## src/rtl/icache_pkg.sv

```systemverilog
// Shared types and helpers for the instruction-cache line refill controller.
package icache_pkg;

  localparam int unsigned DEF_LINE_WORDS  = 4;
  localparam int unsigned DEF_ADDR_W      = 32;
  localparam int unsigned DEF_TIMEOUT_CYC = 255;

  localparam int unsigned OFFSET_BITS = $clog2(DEF_LINE_WORDS * 4);
  localparam int unsigned IDX_BITS    = $clog2(DEF_LINE_WORDS);

  // Widest address the helpers accept; callers cast to their own width.
  localparam int unsigned ADDR_MAX_W = 64;

  typedef enum logic [2:0] {
    IDLE,
    REQ,
    WAIT,
    WRITE,
    DONE,
    ERR
  } refill_state_t;

  // Clear the byte-offset-within-line bits of an address.
  function automatic logic [ADDR_MAX_W-1:0] line_base(input logic [ADDR_MAX_W-1:0] addr,
                                                       input int unsigned off_bits);
    logic [ADDR_MAX_W-1:0] mask;
    mask = (ADDR_MAX_W'(1) << off_bits) - ADDR_MAX_W'(1);
    return addr & ~mask;
  endfunction

endpackage

```

## src/rtl/icache_refill_ctrl.sv

```systemverilog
// Refills one I-cache line from backing memory, critical word first with wrap,
// one outstanding request at a time, aborting on bus error or response timeout.
module icache_refill_ctrl
  import icache_pkg::*;
#(
  parameter int unsigned LINE_WORDS  = DEF_LINE_WORDS,
  parameter int unsigned ADDR_W      = DEF_ADDR_W,
  parameter int unsigned TIMEOUT_CYC = DEF_TIMEOUT_CYC
) (
  input  logic              clk,
  input  logic              rst,
  input  logic              miss_valid,
  input  logic [ADDR_W-1:0] miss_address,
  output logic              miss_ready,
  output logic              mem_req_valid,
  output logic [ADDR_W-1:0] mem_req_addr,
  input  logic              mem_req_ready,
  input  logic              mem_rsp_valid,
  input  logic [31:0]       mem_rsp_data,
  input  logic              mem_rsp_err,
  output logic              refill_valid,
  output logic [ADDR_W-1:0] refill_address,
  output logic [31:0]       refill_data,
  output logic              refill_done,
  output logic              refill_error
);

  localparam int unsigned off_bits  = $clog2(LINE_WORDS * 4);
  localparam int unsigned idx_bits  = $clog2(LINE_WORDS);
  localparam int unsigned beat_bits = $clog2(LINE_WORDS + 1);
  localparam int unsigned tmo_bits  = $clog2(TIMEOUT_CYC + 1);

  refill_state_t        state, state_n;
  logic [ADDR_W-1:0]    base, base_n;
  logic [idx_bits-1:0]  idx, idx_n;
  logic [beat_bits-1:0] beats, beats_n;
  logic [tmo_bits-1:0]  tcnt, tcnt_n;
  logic [ADDR_W-1:0]    raddr_n;
  logic [31:0]          rdata_n;

  // Base has its offset bits clear, so OR-ing in the word offset never carries.
  function automatic logic [ADDR_W-1:0] word_addr(input logic [ADDR_W-1:0] b,
                                                  input logic [idx_bits-1:0] i);
    return b | ADDR_W'({i, 2'b00});
  endfunction

  always_ff @(posedge clk or posedge rst) begin
    if (rst) begin
      state <= IDLE;
    end else begin
      state <= state_n;
    end
  end

  always_comb begin
    state_n = state;
    base_n  = base;
    idx_n   = idx;
    beats_n = beats;
    tcnt_n  = tcnt;
    raddr_n = refill_address;
    rdata_n = refill_data;
    case (state)
      IDLE: begin
        if (miss_valid && miss_ready) begin
          state_n = REQ;
          base_n  = ADDR_W'(line_base(ADDR_MAX_W'(miss_address), off_bits));
          idx_n   = miss_address[off_bits-1:2];
          beats_n = '0;
        end
      end
      REQ: begin
        if (mem_req_ready) begin
          state_n = WAIT;
          tcnt_n  = '0;
        end
      end
      WAIT: begin
        // A response on the expiry cycle takes priority over the timeout.
        if (mem_rsp_valid) begin
          if (mem_rsp_err) begin
            state_n = ERR;
          end else begin
            state_n = WRITE;
            rdata_n = mem_rsp_data;
            raddr_n = word_addr(base, idx);
          end
        end else if (tcnt == tmo_bits'(TIMEOUT_CYC - 1)) begin
          state_n = ERR;
        end else begin
          tcnt_n = tcnt + tmo_bits'(1);
        end
      end
      WRITE: begin
        idx_n   = idx + idx_bits'(1);
        beats_n = beats + beat_bits'(1);
        state_n = (beats == beat_bits'(LINE_WORDS - 1)) ? DONE : REQ;
      end
      DONE:    state_n = IDLE;
      ERR:     state_n = IDLE;
      default: state_n = IDLE;
    endcase
  end

  always_ff @(posedge clk or posedge rst) begin
    if (rst) begin
      base  <= '0;
      idx   <= '0;
      beats <= '0;
      tcnt  <= '0;
    end else begin
      base  <= base_n;
      idx   <= idx_n;
      beats <= beats_n;
      tcnt  <= tcnt_n;
    end
  end

  // Outputs are registered from the next state so they line up with the state they belong to.
  always_ff @(posedge clk or posedge rst) begin
    if (rst) begin
      miss_ready     <= 1'b1;
      mem_req_valid  <= 1'b0;
      mem_req_addr   <= '0;
      refill_valid   <= 1'b0;
      refill_address <= '0;
      refill_data    <= '0;
      refill_done    <= 1'b0;
      refill_error   <= 1'b0;
    end else begin
      miss_ready     <= (state_n == IDLE);
      mem_req_valid  <= (state_n == REQ);
      if (state_n == REQ) begin
        mem_req_addr <= word_addr(base_n, idx_n);
      end
      refill_valid   <= (state_n == WRITE);
      refill_address <= raddr_n;
      refill_data    <= rdata_n;
      refill_done    <= (state_n == DONE);
      refill_error   <= (state_n == ERR);
    end
  end

endmodule
```

## config.mk

```make
export PLATFORM = sky130hd
export DESIGN_NAME = icache_refill_ctrl
export DESIGN_NICKNAME = d
export VERILOG_FILES = /design/src/rtl/icache_pkg.sv /design/src/rtl/icache_refill_ctrl.sv
export SDC_FILE = /design/constraint.sdc
export NUM_CORES = 1
export LEC_CHECK = 0
export ABC_AREA = 1
export CAP_MARGIN = 20
export CORE_MARGIN = 4
export CORE_UTILIZATION = 43
export DETAILED_ROUTE_END_ITERATION = 12
export MAX_ROUTING_LAYER = met4
export PLACE_DENSITY_LB_ADDON = 0.2
export SLEW_MARGIN = 20
export SYNTH_ARGS = -nofsm -noshare
export SYNTH_HDL_FRONTEND = slang
export SYNTH_SLANG_ARGS = --single-unit
export TNS_END_PERCENT = 100
```

## constraint.sdc

```tcl
create_clock -name clk -period 4.15 [get_ports clk]
set_input_delay 0.415 -clock clk [delete_from_list [all_inputs] [get_ports clk]]
set_output_delay 0.415 -clock clk [all_outputs]
set_load 0.01 [all_outputs]
```

==> results of run 1 <==
## layer usage
metal  share of wire (%)  vias up
li1                    -     2338
met5                   0        -
met4                 1.5        0
met2                  49      132
met3                 5.3       18
met1                  44     2221
## how the worst max path moves through the flow
stage / from / end / slack, ns / cells after the start
global route: state[0] / refill_address[18] / 1.42 / 7
global placement: mem_rsp_valid / refill_address[4] / 1.47 / 8
CTS: state[0] / refill_address[10] / 1.68 / 7
detailed placement: mem_rsp_valid / refill_address[26] / 1.43 / 8
finish: state[0] / refill_address[10] / 1.72 / 7
floorplan: rst / base[0] / 1.86 / 1
## cell usage in the layout, fill, tap and decap left out, types with 2 or more instances in the layout
| cell type | instances |
|---|---|
| sky130_fd_sc_hd__nor2_1 | 13 |
| sky130_fd_sc_hd__clkbuf_16 | 17 |
| sky130_fd_sc_hd__xor2_1 | 4 |
| sky130_fd_sc_hd__a21oi_1 | 3 |
| sky130_fd_sc_hd__buf_4 | 3 |
| sky130_fd_sc_hd__inv_1 | 50 |
| sky130_fd_sc_hd__o21ai_1 | 20 |
| sky130_fd_sc_hd__ha_1 | 4 |
| sky130_fd_sc_hd__clkdlybuf4s50_1 | 168 |
| sky130_fd_sc_hd__inv_2 | 3 |
| sky130_fd_sc_hd__clkinv_2 | 6 |
| sky130_fd_sc_hd__o21ai_2 | 10 |
| sky130_fd_sc_hd__dfrtp_1 | 148 |
| sky130_fd_sc_hd__nand3_1 | 14 |
| sky130_fd_sc_hd__nand2_1 | 306 |
| sky130_fd_sc_hd__clkinvlp_4 | 2 |
| sky130_fd_sc_hd__o21ai_0 | 38 |
| sky130_fd_sc_hd__bufinv_16 | 3 |
| sky130_fd_sc_hd__or2_2 | 2 |
| sky130_fd_sc_hd__clkbuf_8 | 5 |
## kinds of logic (layout without fill, tap and decap cells)
| logic type | after synthesis | count (layout) | synth area share, % |
|---|---|---|---|
| compound gates | 72 | 72 | 6.73 |
| simple gates | 341 | 341 | 22.6 |
| flops | 149 | 149 | 62.9 |
| buf+inv | 80 | 259 | 6.24 |
| xor+xnor | 5 | 5 | 0.738 |
| fa+ha+maj | 4 | 4 | 0.844 |
## synth_stat cells, drive strengths merged
| cell | instances | area share [%] |
|---|---|---|
| nor2 | 16 | 1.4 |
| buf | 18 | 2.3 |
| xor2 | 4 | 0.59 |
| nand2 | 306 | 19 |
| or2 | 2 | 0.21 |
| nand4 | 1 | 0.11 |
| nor3 | 2 | 0.36 |
| o22ai | 1 | 0.11 |
| nand3 | 14 | 1.2 |
| dfrtp | 148 | 62 |
| clkbuf | 7 | 0.44 |
| o21ai | 68 | 6.4 |
| a21oi | 3 | 0.25 |
| dfstp | 1 | 0.44 |
| xnor2 | 1 | 0.15 |
| inv | 55 | 3.5 |
| ha | 4 | 0.84 |
## through the flow
stage          hold WS (ns)  instances  power (mW)  setup slack, ns
2_1_floorplan         0.445        651        3.64             1.86
3_3_place_gp          0.454        974        4.84             1.47
3_5_place_dp          0.457        974        4.92             1.43
4_1_cts               0.472       1006        6.55             1.68
5_1_grt               0.491       1006        6.92             1.42
6_report              0.468       1006        6.44             1.72
## flip-flops by register name, indices dropped and copies added, names as in the netlist, 2 cells and up
name	cells
base	32
mem_req_addr	32
refill_address	32
refill_data	32
tcnt	8
beats	3
state	3
idx	2
## critical path, cell delays in order, from the launching register on
cell and delay (ns):
sky130_fd_sc_hd__dfrtp_1 0.46, sky130_fd_sc_hd__nor3_4 0.41, sky130_fd_sc_hd__inv_2 0.17, sky130_fd_sc_hd__nor2_8 0.43
sky130_fd_sc_hd__clkinv_2 0.08, sky130_fd_sc_hd__buf_4 0.43, sky130_fd_sc_hd__nand2_1 0.18, sky130_fd_sc_hd__o21ai_1 0.09
## report_power, final
part / internal (mW) / total [mW] / leakage (nW) / switching (mW)
logic: 1.16 / 2.48 / 1.90 / 1.32
registers: 2.07 / 2.38 / 1.90 / 0.306
clock network: 1.02 / 1.59 / 0.309 / 0.567
## area by class of cell
type	instances	area, um2
inverters	55	211
fillers	1142	5060
well taps	176	220
clock inverters	9	123
repair buffers	172	1720
multi-input cells	422	1840
clock buffers	23	498
flip-flops and latches	149	3730
==> results.txt, run 1 <==
Once layout is complete, the utilization of the core stands at 62.3%. In this run the deepest clock path goes through 2 buffers. The synthesized area is 5930 um2.

The upper clock frequency limit was 412 MHz; the fraction of met1 tracks used by global routing was 23.1%. Of the synthesized area, sequential elements account for 62.9%. Measured along the y axis, the die boundary spans 125 um. The reg-to-reg critical path endpoint is refill_address[10]. In this run the most critical hold path is launched from refill_address[3].

The flop and latch count out of synthesis is 149. Global routing used 30.8% of the available met2 tracks. After clock tree synthesis, the clock-pin slew on the worst setup and hold paths is 0.06 ns.

TritonCTS built the clock tree. TritonCTS created 17 clock buffers. Of the available clock period, the critical path in the final layout requires 58.5%.

The number of max-slew violations in the final report is 0. Once the floorplan was initialized, standard cells occupied 44.3% of the core. The run gives 4 as the number of iterations in the first detailed-routing pass.

The final setup violation count was 0. Adding up every negative setup slack in the final design gives 0 ns. The number of DRC violations after detailed routing was 0; the first-pass GRT wire length was 23.4 mm. The tools report the count of instances resized after the clock tree is built as 0. Clock tree root driver cell: sky130_fd_sc_hd__clkbuf_16. Setup slack of the worst register-to-register path: 1.72 ns. The routed design has 13.9 mm of wire.

The area after detailed placement was 7720 um2; the maximum fanout along the worst path was 94. Post-CTS timing repair inserted 0 buffers for setup. In the routed layout, each cell is associated on average with a via count of 4.68. IR analysis of the VDD net gives a maximum drop of 0.370 mV. The post-synthesis area per instance is 9.11 um2. Synthesis produced 651 cells. The number of antenna diodes in the final layout is 0. The most used routing layer in global routing was met2. The flow ran to the end, and the final reports show no timing, DRC or antenna violations.

The setup path with the least slack is of type register to register. In this run the power density over the cells is 772 nW/um2. After detailed routing, the average wire length per cell comes to 13.8 um.

Global routing consumed, on the met3 layer, 4.39% of the routing resources. In this run, distinct cell masters in the synthesized netlist total 25. The tools report the total grt overflow as 0. The endpoint kind of the worst setup timing path was a register.

Global routing consumed, over all layers together, 19.0% of the routing resources. Port buffering added 168 buffers. At the end of routability-driven placement, the weighted congestion stood at 0.877. The clock tree synthesis step divided the H-tree into 4 levels. The run gives 0 as the number of antenna violations at the first check in global routing. Entering global routing, the biggest net connects 150 pins. The die covers 15700 um2.

The finished cells cover 8340 um2. The row count is 42. For this run, the post-layout net count is 891. The clock reaches the later pin of the worst-skew pair after 0.42 ns. The via count of the first global-routing pass came out at 4709. The run gives 0.00549 ns as the clock tree skew after final layout. The logs give 331 for the number of DRC markers after the initial detailed-route iteration and 9.13 mm for the detailed-placement wirelength estimate.

Counting I/O delays and the setup requirement, the final critical path takes 2.43 ns. At the pin with the least slew margin, the transition time is 0.974 ns. The placeable core area came out at 13400 um2. In this run the static leakage power is 4.11 nW.

The clock net in this run drives a total of 149 sinks. Counting cells, the worst reg-to-reg path comes to 7. In this run the critical register-to-register path is launched from state[0].

Measured along the x axis, the die boundary spans 125 um. The kind of path behind the tightest hold check was register to register. The number of endpoints with negative hold slack in the final report came out at 0.

The number of hold buffers added after CTS was 0. The launching element type of the critical path is a register. Headroom to the max-slew limit came out at 35.1%.

The data required time at the worst endpoint was 4.41 ns. The Yosys step of the flow raised 0 warnings. Setup repair after global routing left no endpoint under its margin. The area growth from synthesis to layout is 40.6%.

The I/O pin count was 171. Across the run, the number of max-cap violations was 0. The routed layout has 4709 vias. End point of the worst hold path: refill_address[3].

Data arrival time of the worst path: 2.69 ns. The instance count along the most critical hold path is 2. The remaining number of nets flagged by the antenna check after routing is 0.

The number of nets in the synthesized netlist came out at 725. Cells with a size suffix above 1 make up 6.87% of the layout.
No activity file was read; power rests on OpenSTA's default activity.
==> run 2, diff against run 1 <==
==> constraint.sdc (replaced) <==
create_clock -name clk -period 1.99 [get_ports clk]
set_input_delay 0.199 -clock clk [delete_from_list [all_inputs] [get_ports clk]]
set_output_delay 0.199 -clock clk [all_outputs]
set_load 0.01 [all_outputs]
==> run 2 against run 1 <==
Sequential power grew 110%. Via count grew 0.62%. Clock skew grew 0.0032 ns. Critical path type unchanged. Routed wire length grew 1.4%. Core utilization grew 0.75 points.
==> results.txt, run 2 (synthesis gave the netlist of run 1 again) <==
For the worst flop-to-flop path, the logic depth is 6. Cells fill 63.0% of the core in the end. For the I/O pin count, the log shows 171.

At the worst endpoint, the required time is 2.35 ns. From synthesis to final layout, the design area changed by 42.3%. Count of buffers inserted at the top-level ports: 168.

Dividing the detail-routed via count by the number of cells gives 4.69. The final critical path takes up 85.3% of the cycle. The logs give 4738 for the via count of the routed design and 0.29 ns for the setup slack of the worst register-to-register path. Measured along the x axis, the die boundary spans 125 um.

The critical path startpoint is state[0]. The run finished with clean final reports. The congestion estimate from routability-driven global placement came to 0.830.

Clock skew on the completed layout was measured at 0.00869 ns. For the pin with the worst max-slew slack, the measured transition is 0.448 ns. Net switching is 33.8% of the power. The critical path goes through nor3_4 -> buf_4 -> nand2_1 -> a21oi_1 -> nand3_1 -> nand2_1. Counting along the longest clock path gives a buffer depth of 2. The logs give 0 for the number of endpoints with negative hold slack in the final report and 0 for the total grt overflow. The first-pass GRT wire length came out at 23.5 mm.

The CTS H-tree depth is 4. Combinational logic burns 39.7% of the power. The worst setup path is launched from a register. For this design, the sink count on the clock tree is 149. In this run, the number of DRC markers left after iteration 0 of detailed routing was 279.

Buffers inserted to repair hold after CTS numbered 0. Cells with a size suffix above 1 make up 7.19% of the layout. Along the worst path, the maximum fanout reaches 6. For this design the static power due to leakage is 4.15 nW. Category of the critical setup timing path: register to register. The largest single stage delay on the critical path is 0.45 ns. The starting density of the core was 44.3%; the die area was 15700 um2. The number of antenna diodes in the final layout is 0. Entering global routing, the biggest net connects 79 pins.

Setup repair after global routing left no endpoint under its margin. Internal power comes to 8.93 mW. Max-cap violations in this run came to 0. Setup violations remaining at the end of the flow were counted as 0. In the layout the commonest cells are 306 x sky130_fd_sc_hd__nand2_1, 168 x sky130_fd_sc_hd__clkdlybuf4s50_1, 148 x sky130_fd_sc_hd__dfrtp_1, 50 x sky130_fd_sc_hd__inv_1, 38 x sky130_fd_sc_hd__o21ai_0. The clock transition at the registers of the reported paths is 0.06 ns.

After detailed routing, the total wire length is 14.1 mm. For the worst setup path, the data arrival time is 2.06 ns. The via count of the first global-routing pass is 4808. Based on the critical path, the design can be clocked at up to 589 MHz. In this run the vertical extent of the chip is 125 um. For this run, the detailed router's first-pass iteration total came to 4. For the overall routing resource usage, the log shows 19.1%. The final critical-path required period works out to 1.70 ns. TritonCTS created 17 clock buffers.

The number of DRC violations after detailed routing was 0. After detailed routing, the average wire length per cell comes to 14.0 um. In this run the critical register-to-register path is captured at tcnt[2].

Clock latency on the worst-skew pair, taken at its later pin, is 0.42 ns. The startpoint of the worst-slack reg-to-reg timing path is state[0]. Post-CTS timing repair inserted 0 buffers for setup.

For the worst-case vdd ir drop, the log shows 0.754 mV. The slowest stage of the critical path belongs to the cell sky130_fd_sc_hd__dfrtp_1. The worst hold path belongs to the class input port to async pin. In this run, flip-flops and latches consume 36.8% of the power. TritonCTS built the clock tree.

The row count was 42; the post-layout net count was 900. Post-CTS repair changed the size of 0 cells. The worst setup path is captured at a register.

For this design the total switching power over the nets is 4.55 mW. For this design the ratio of total power to cell area is 1600 nW/um2. The run gives 0 as the number of max-slew violations in the final report. The tools report the tightest hold margin as 0.280 ns. CTS placed an instance of sky130_fd_sc_hd__clkbuf_16 at the clock tree root.

In this run the standard cell core region covers 13400 um2. The critical path ends at tcnt[2]. After legalization and detailed placement, the total HPWL measured 9.73 mm. In this run the remaining antenna-violating nets after routing total 0.

The number of antenna violations at the first check in global routing came out at 0. The most frequent standard cell in the layout excluding fill and tap cells is sky130_fd_sc_hd__nand2_1. The dominant cell type by count on the critical path is sky130_fd_sc_hd__nand2_1.

The logs give 23.5% for the clock network power share and 70.1% for the relative slew slack.
-- run 2: cell count changes in the layout (fill, tap and decap cells not counted), sizes merged --
cell | previous run | this run
buf | 4 | 13
clkinv | 6 | 3
clkinvlp | 2 | 1
-- run 2: stage by stage --
stage          setup WS [ns]  power [mW]  setup TNS (ns)  area, um2  cells
6_report               0.292        13.5               0       8440   1011
5_1_grt               0.0370        14.5               0       8440   1011
4_1_cts                0.273        13.7               0       8440   1011
3_5_place_dp           0.103        10.4               0       7870    983
3_3_place_gp           0.147        10.2               0       7870    983
2_1_floorplan        -0.0832        7.60          -12.31       5940    651
-- run 2: how the worst min path moves through the flow --
stage / depth (start not counted) / slack (ns) / end
floorplan: 2 / 0.32 / refill_data[10]
global placement: 2 / 0.45 / refill_data[19]
detailed placement: 2 / 0.46 / refill_data[8]
CTS: 3 / 0.29 / refill_data[28]
global route: 3 / 0.31 / refill_data[28]
finish: 3 / 0.28 / refill_data[28]
-- run 2: worst max-delay path, delay by kind of cell, from the launching register on --
kind | cells | cell delay (ns)
AND/OR/NAND/NOR | 4 | 0.61
flip-flops | 1 | 0.45
AO/OA/AOI/OAI | 1 | 0.40
buffers and inverters | 1 | 0.19
-- run 2: layer usage --
metal  routed length (um)  vias to the layer above  track usage (%)
met5                    0                        -                -
met4                  179                        0             7.14
met3                  819                       15             4.86
met2                 6880                      142             30.4
met1                 6240                     2229             23.6
li1                     -                     2352                -
-- run 2: power groups by stage --
| stage | clock, mW | sequential, mW | combinational, mW |
|---|---|---|---|
| final | 3.17 | 4.96 | 5.34 |
| after detailed placement | 0 | 5.01 | 5.43 |
| after CTS | 3.23 | 4.98 | 5.47 |
| after global placement | 0 | 4.95 | 5.28 |
| after floorplan | 0 | 5.35 | 2.25 |
| after global routing | 3.38 | 5.12 | 5.95 |
-- run 2: final cells by class --
class                      count  area, um2
fill                        1149       4960
sequential                   149       3730
timing repair buffer         181       1870
multi-input combinational    422       1840
clock buffer                  23        478
tap                          176        220
inverter                      55        211
clock inverter                 5        100
==> run 3, diff against run 2 <==
--- a/config.mk
+++ b/config.mk
@@ -5,11 +5,11 @@
 export SDC_FILE = /design/constraint.sdc
 export NUM_CORES = 1
 export LEC_CHECK = 0
-export ABC_AREA = 1
 export CAP_MARGIN = 20
 export CORE_MARGIN = 4
 export CORE_UTILIZATION = 43
 export DETAILED_ROUTE_END_ITERATION = 12
+export GPL_TIMING_DRIVEN = 0
 export MAX_ROUTING_LAYER = met4
 export PLACE_DENSITY_LB_ADDON = 0.2
 export SLEW_MARGIN = 20
==> run 3 against run 2 <==
The run now ends with negative setup slack left. Combinational power is 13% higher. Clock-buffer cell count is 4 lower. Routed wire length is 4.5% lower. Die area is 0.71% lower. Final cell count is 23% lower. Register-to-register slack worse by 0.29 ns. Worst setup slack worse by 0.29 ns. Sequential share of layout area is 2.5 points lower.
==> results.txt, run 3 <==
Measured in cells, the most critical reg-to-reg path has a length of 5. The tool flagged a number of max-cap violations equal to 0. In the final routed layout, each cell accounts on average for 17.4 um. Dividing the synthesized area by the synthesized cell count gives 15.5 um2. The logs give 2.28 ns for the data required time at the worst endpoint and 20.6% for the fraction of met1 tracks used by global routing. Setup repair after global routing could not meet its margin everywhere. Subtracting the final worst setup slack from the clock period gives 1.99 ns. The run gives -0.003 ns as the setup slack of the worst register-to-register path. The floorplan step defined a die boundary enclosing 15600 um2. The number of enable-type register cells in the synthesized netlist is 0. The detail route stage leaves a number of antenna-violating nets equal to 0. For the row count, the log shows 42. The final cycle utilization of the critical path is 100%, and the last weighted congestion value of the routability-driven placer is 0.840. Fraction of post-synthesis cell area in the top cell type by area: 62.9%. Sequential cells account for 35.2% of the total power.

The most used flip-flop cell after synthesis is sky130_fd_sc_hd__dfrtp_1. The number of nets handed over by synthesis was 454. The yosys synthesis warning count is 0, and the instance count of the mapped netlist is 380. Cell internal power was estimated by the tool at 10.4 mW.

In this run the vertical extent of the chip is 125 um. The routed layout has 3809 vias. The number of max-slew violations in the final report came out at 0. Sorting the synthesized cells by area gives the leading types as sky130_fd_sc_hd__dfrtp_1 63%, sky130_fd_sc_hd__mux2_2 17%, sky130_fd_sc_hd__mux2_4 6.4%, sky130_fd_sc_hd__and2_1 0.96%, sky130_fd_sc_hd__ha_1 0.85%. The HPWL after detailed placement is 9.30 mm.

For the clock tree skew after final layout, the log shows 0.00826 ns. In this run the critical register-to-register path is captured at refill_address[5]. For the number of DRC markers after the initial detailed-route iteration, the log shows 174.

Compared with the post-synthesis result, the final layout area differs by 52.0%. The average vias per placed instance was 4.91. The final layout contains 662 nets. The kind of path behind the tightest hold check was input port to async pin. The flow ran to the end, but the final reports show violations. The number of inserted diodes is 0. The cell area power density works out to 1620 nW/um2. Data on the critical path arrives at its endpoint at 2.29 ns.

No sink is reached through more buffers than the 2 on the longest clock path. For the CTS H-tree depth, the log shows 4. The clock net sink count is 149, and the number of endpoints with negative hold slack in the final report is 0. By count the netlist is led by 148 x sky130_fd_sc_hd__dfrtp_1, 91 x sky130_fd_sc_hd__mux2_2, 25 x sky130_fd_sc_hd__mux2_4. For the count of distinct cell types in the synthesized netlist, the log shows 40. In this run the critical register-to-register path is launched from state[2]. For this design the static power due to leakage is 4.01 nW. The run gives 995 as the count of fill cells added during filler insertion. The cell accounting for the most synthesized area is sky130_fd_sc_hd__dfrtp_1. For this block, the routed nets add up to 13.5 mm of wire. For the switching power, the log shows 4.09 mW. The final setup violation count came out at 1. In this run the count of I/O pins placed on the die edge is 171. The clock network power share is 23.2%. Entering global routing, the biggest net connects 33 pins. The worst setup path is captured at a register. The flop and latch count out of synthesis works out to 149.

The checks that failed: negative setup slack. For met3 alone, demand over resource in global routing was 6.52%. Number of iterations in the first detailed-routing pass: 4. met2 is the most crowded layer.

The top cell types in the final layout, fill and taps aside, are 168 x sky130_fd_sc_hd__clkdlybuf4s50_1, 146 x sky130_fd_sc_hd__dfrtp_1, 76 x sky130_fd_sc_hd__mux2_2, 43 x sky130_fd_sc_hd__mux2_4, 23 x sky130_fd_sc_hd__clkbuf_16. Measured against its own limit, the worst slew margin works out to 53.4%. After detailed routing, the number of remaining DRC violations is 0. The first global-routing pass estimated 21.5 mm of wire. In the post-synthesis netlist, the cell with the most instances is sky130_fd_sc_hd__dfrtp_1. The pre-CTS worst setup slack is -0.245 ns. The share of the Yosys chip area taken by registers is 63.3%. The die width works out to 125 um.

Once the floorplan was initialized, standard cells occupied 44.1% of the core. In this run the worst path has a maximum fanout of 7. Based on the critical path, the design can be clocked at up to 502 MHz. The clock tree root driver cell is sky130_fd_sc_hd__clkbuf_16. The fraction of final layout cells sized beyond drive strength 1 is 33.2%. TritonCTS built the clock tree. Of the total power, combinational logic draws 41.7%. Clock-pin slew was measured on the worst setup and hold paths at 0.06 ns. The most frequent standard cell in the layout excluding fill and tap cells was sky130_fd_sc_hd__clkdlybuf4s50_1.

After synthesis the cells add up to 5890 um2. Final worst setup slack: -0.00321 ns. The via count of the first global-routing pass is 4175, and the met2 usage in global routing is 28.5%. The critical path is of the register to register type. The logs give 0.41 ns for the source-to-sink clock delay at the later pin of the worst-skew pair and 67.0% for the end-of-flow core utilization.

Buffers inserted during clock tree synthesis total 17. The worst-case vdd ir drop came out at 1.12 mV. The fraction of registers with async set or reset after synthesis came out at 100%. The slew at the pin closest to its max-slew limit works out to 0.697 ns.

The launching element type of the critical path was a register. Net switching is 28.2% of the power. The number of antenna violations at the first check in global routing is 0, and the placeable core area is 13300 um2. In this run the tool buffered the top-level ports with 168 buffer cells. Global routing finished with a remaining overflow of 0. The run gives 17.9% as the overall routing resource usage.
## run 3: cell types whose count changed after synthesis, moves of 12 or more
cell                      before  now
sky130_fd_sc_hd__nand2_1     306   12
sky130_fd_sc_hd__mux2_2        0   91
sky130_fd_sc_hd__inv_1        52    8
sky130_fd_sc_hd__o21ai_0      38   10
sky130_fd_sc_hd__mux2_4        0   25
sky130_fd_sc_hd__o21ai_1      20    0
sky130_fd_sc_hd__nand3_1      14    2
## run 3: what timing repair did
item | 4_1_cts | 5_1_grt
endpoints found under the setup margin | 94 | 65
resized for setup | 21 | 33
setup buffers | 8 | 4
hold buffers | 0 | 0
gates cloned | 0 | 6
hold endpoints to repair | 0 | 0
pin swaps | 3 | 1
## run 3: kinds of logic after synthesis
kind of cell    share of synthesized area, %
flops                                   63.3
mux                                     25.1
simple gates                            5.16
buf+inv                                 2.51
compound gates                          2.64
fa+ha+maj                              0.850
xor+xnor                               0.446
## run 3: through the flow
step	power, mW	std cells	setup TNS, ns	area, um2	hold WS, ns
after floorplan	7.87	380	-12.31	5900	0.348
after global placement	10.4	724	-207.12	7800	0.472
after detailed placement	10.6	728	-15.03	7880	0.483
after CTS	14.2	766	-0.0526	8640	0.240
after global routing	15.4	776	-1.47	8950	0.308
final	14.5	776	-0.00321	8950	0.237
## run 3: cell type report
type	instances	area (um2)	share of cell area, %
flip-flops and latches	149	3730	41.7
plain buffers	16	216	2.42
well taps	176	220	2.46
clock inverters	12	179	2.00
inverters	8	33.8	0.378
repair buffers	190	2010	22.4
clock buffers	19	453	5.06
multi-input cells	206	2110	23.6
## run 3: routing by layer
metal	routed length [um]	vias to the layer above
li1	-	1767
met1	5570	1892
met2	6650	126
met3	958	24
met4	311	0
met5	0	-
## run 3: how the worst max path moves through the flow
stage                     startpoint                 end  slack (ns)  cells past startpoint
after CTS                   state[2]     refill_data[27]      -0.009                      5
after detailed placement    state[0]   refill_address[7]       -0.24                      6
after global routing        beats[0]    mem_req_addr[16]       -0.06                      7
final                       state[2]   refill_address[5]      -0.003                      5
after floorplan                  rst             base[0]       -0.08                      1
after global placement           rst  refill_address[19]       -1.31                      2
## run 3: power groups by stage
stage	clock network, mW	logic (mW)	registers [mW]
floorplan	0	2.37	5.50
global placement	0	5.34	5.07
detailed placement	0	5.47	5.15
CTS	3.44	5.69	5.11
global route	3.58	6.47	5.30
finish	3.36	6.04	5.10
## run 3: critical path: stages, from the launching register on
cell                        delay (ns)
sky130_fd_sc_hd__dfrtp_2          0.43
sky130_fd_sc_hd__or3b_4           0.41
sky130_fd_sc_hd__or3_4            0.40
sky130_fd_sc_hd__buf_12           0.18
sky130_fd_sc_hd__clkbuf_16        0.16
sky130_fd_sc_hd__mux2_4           0.30
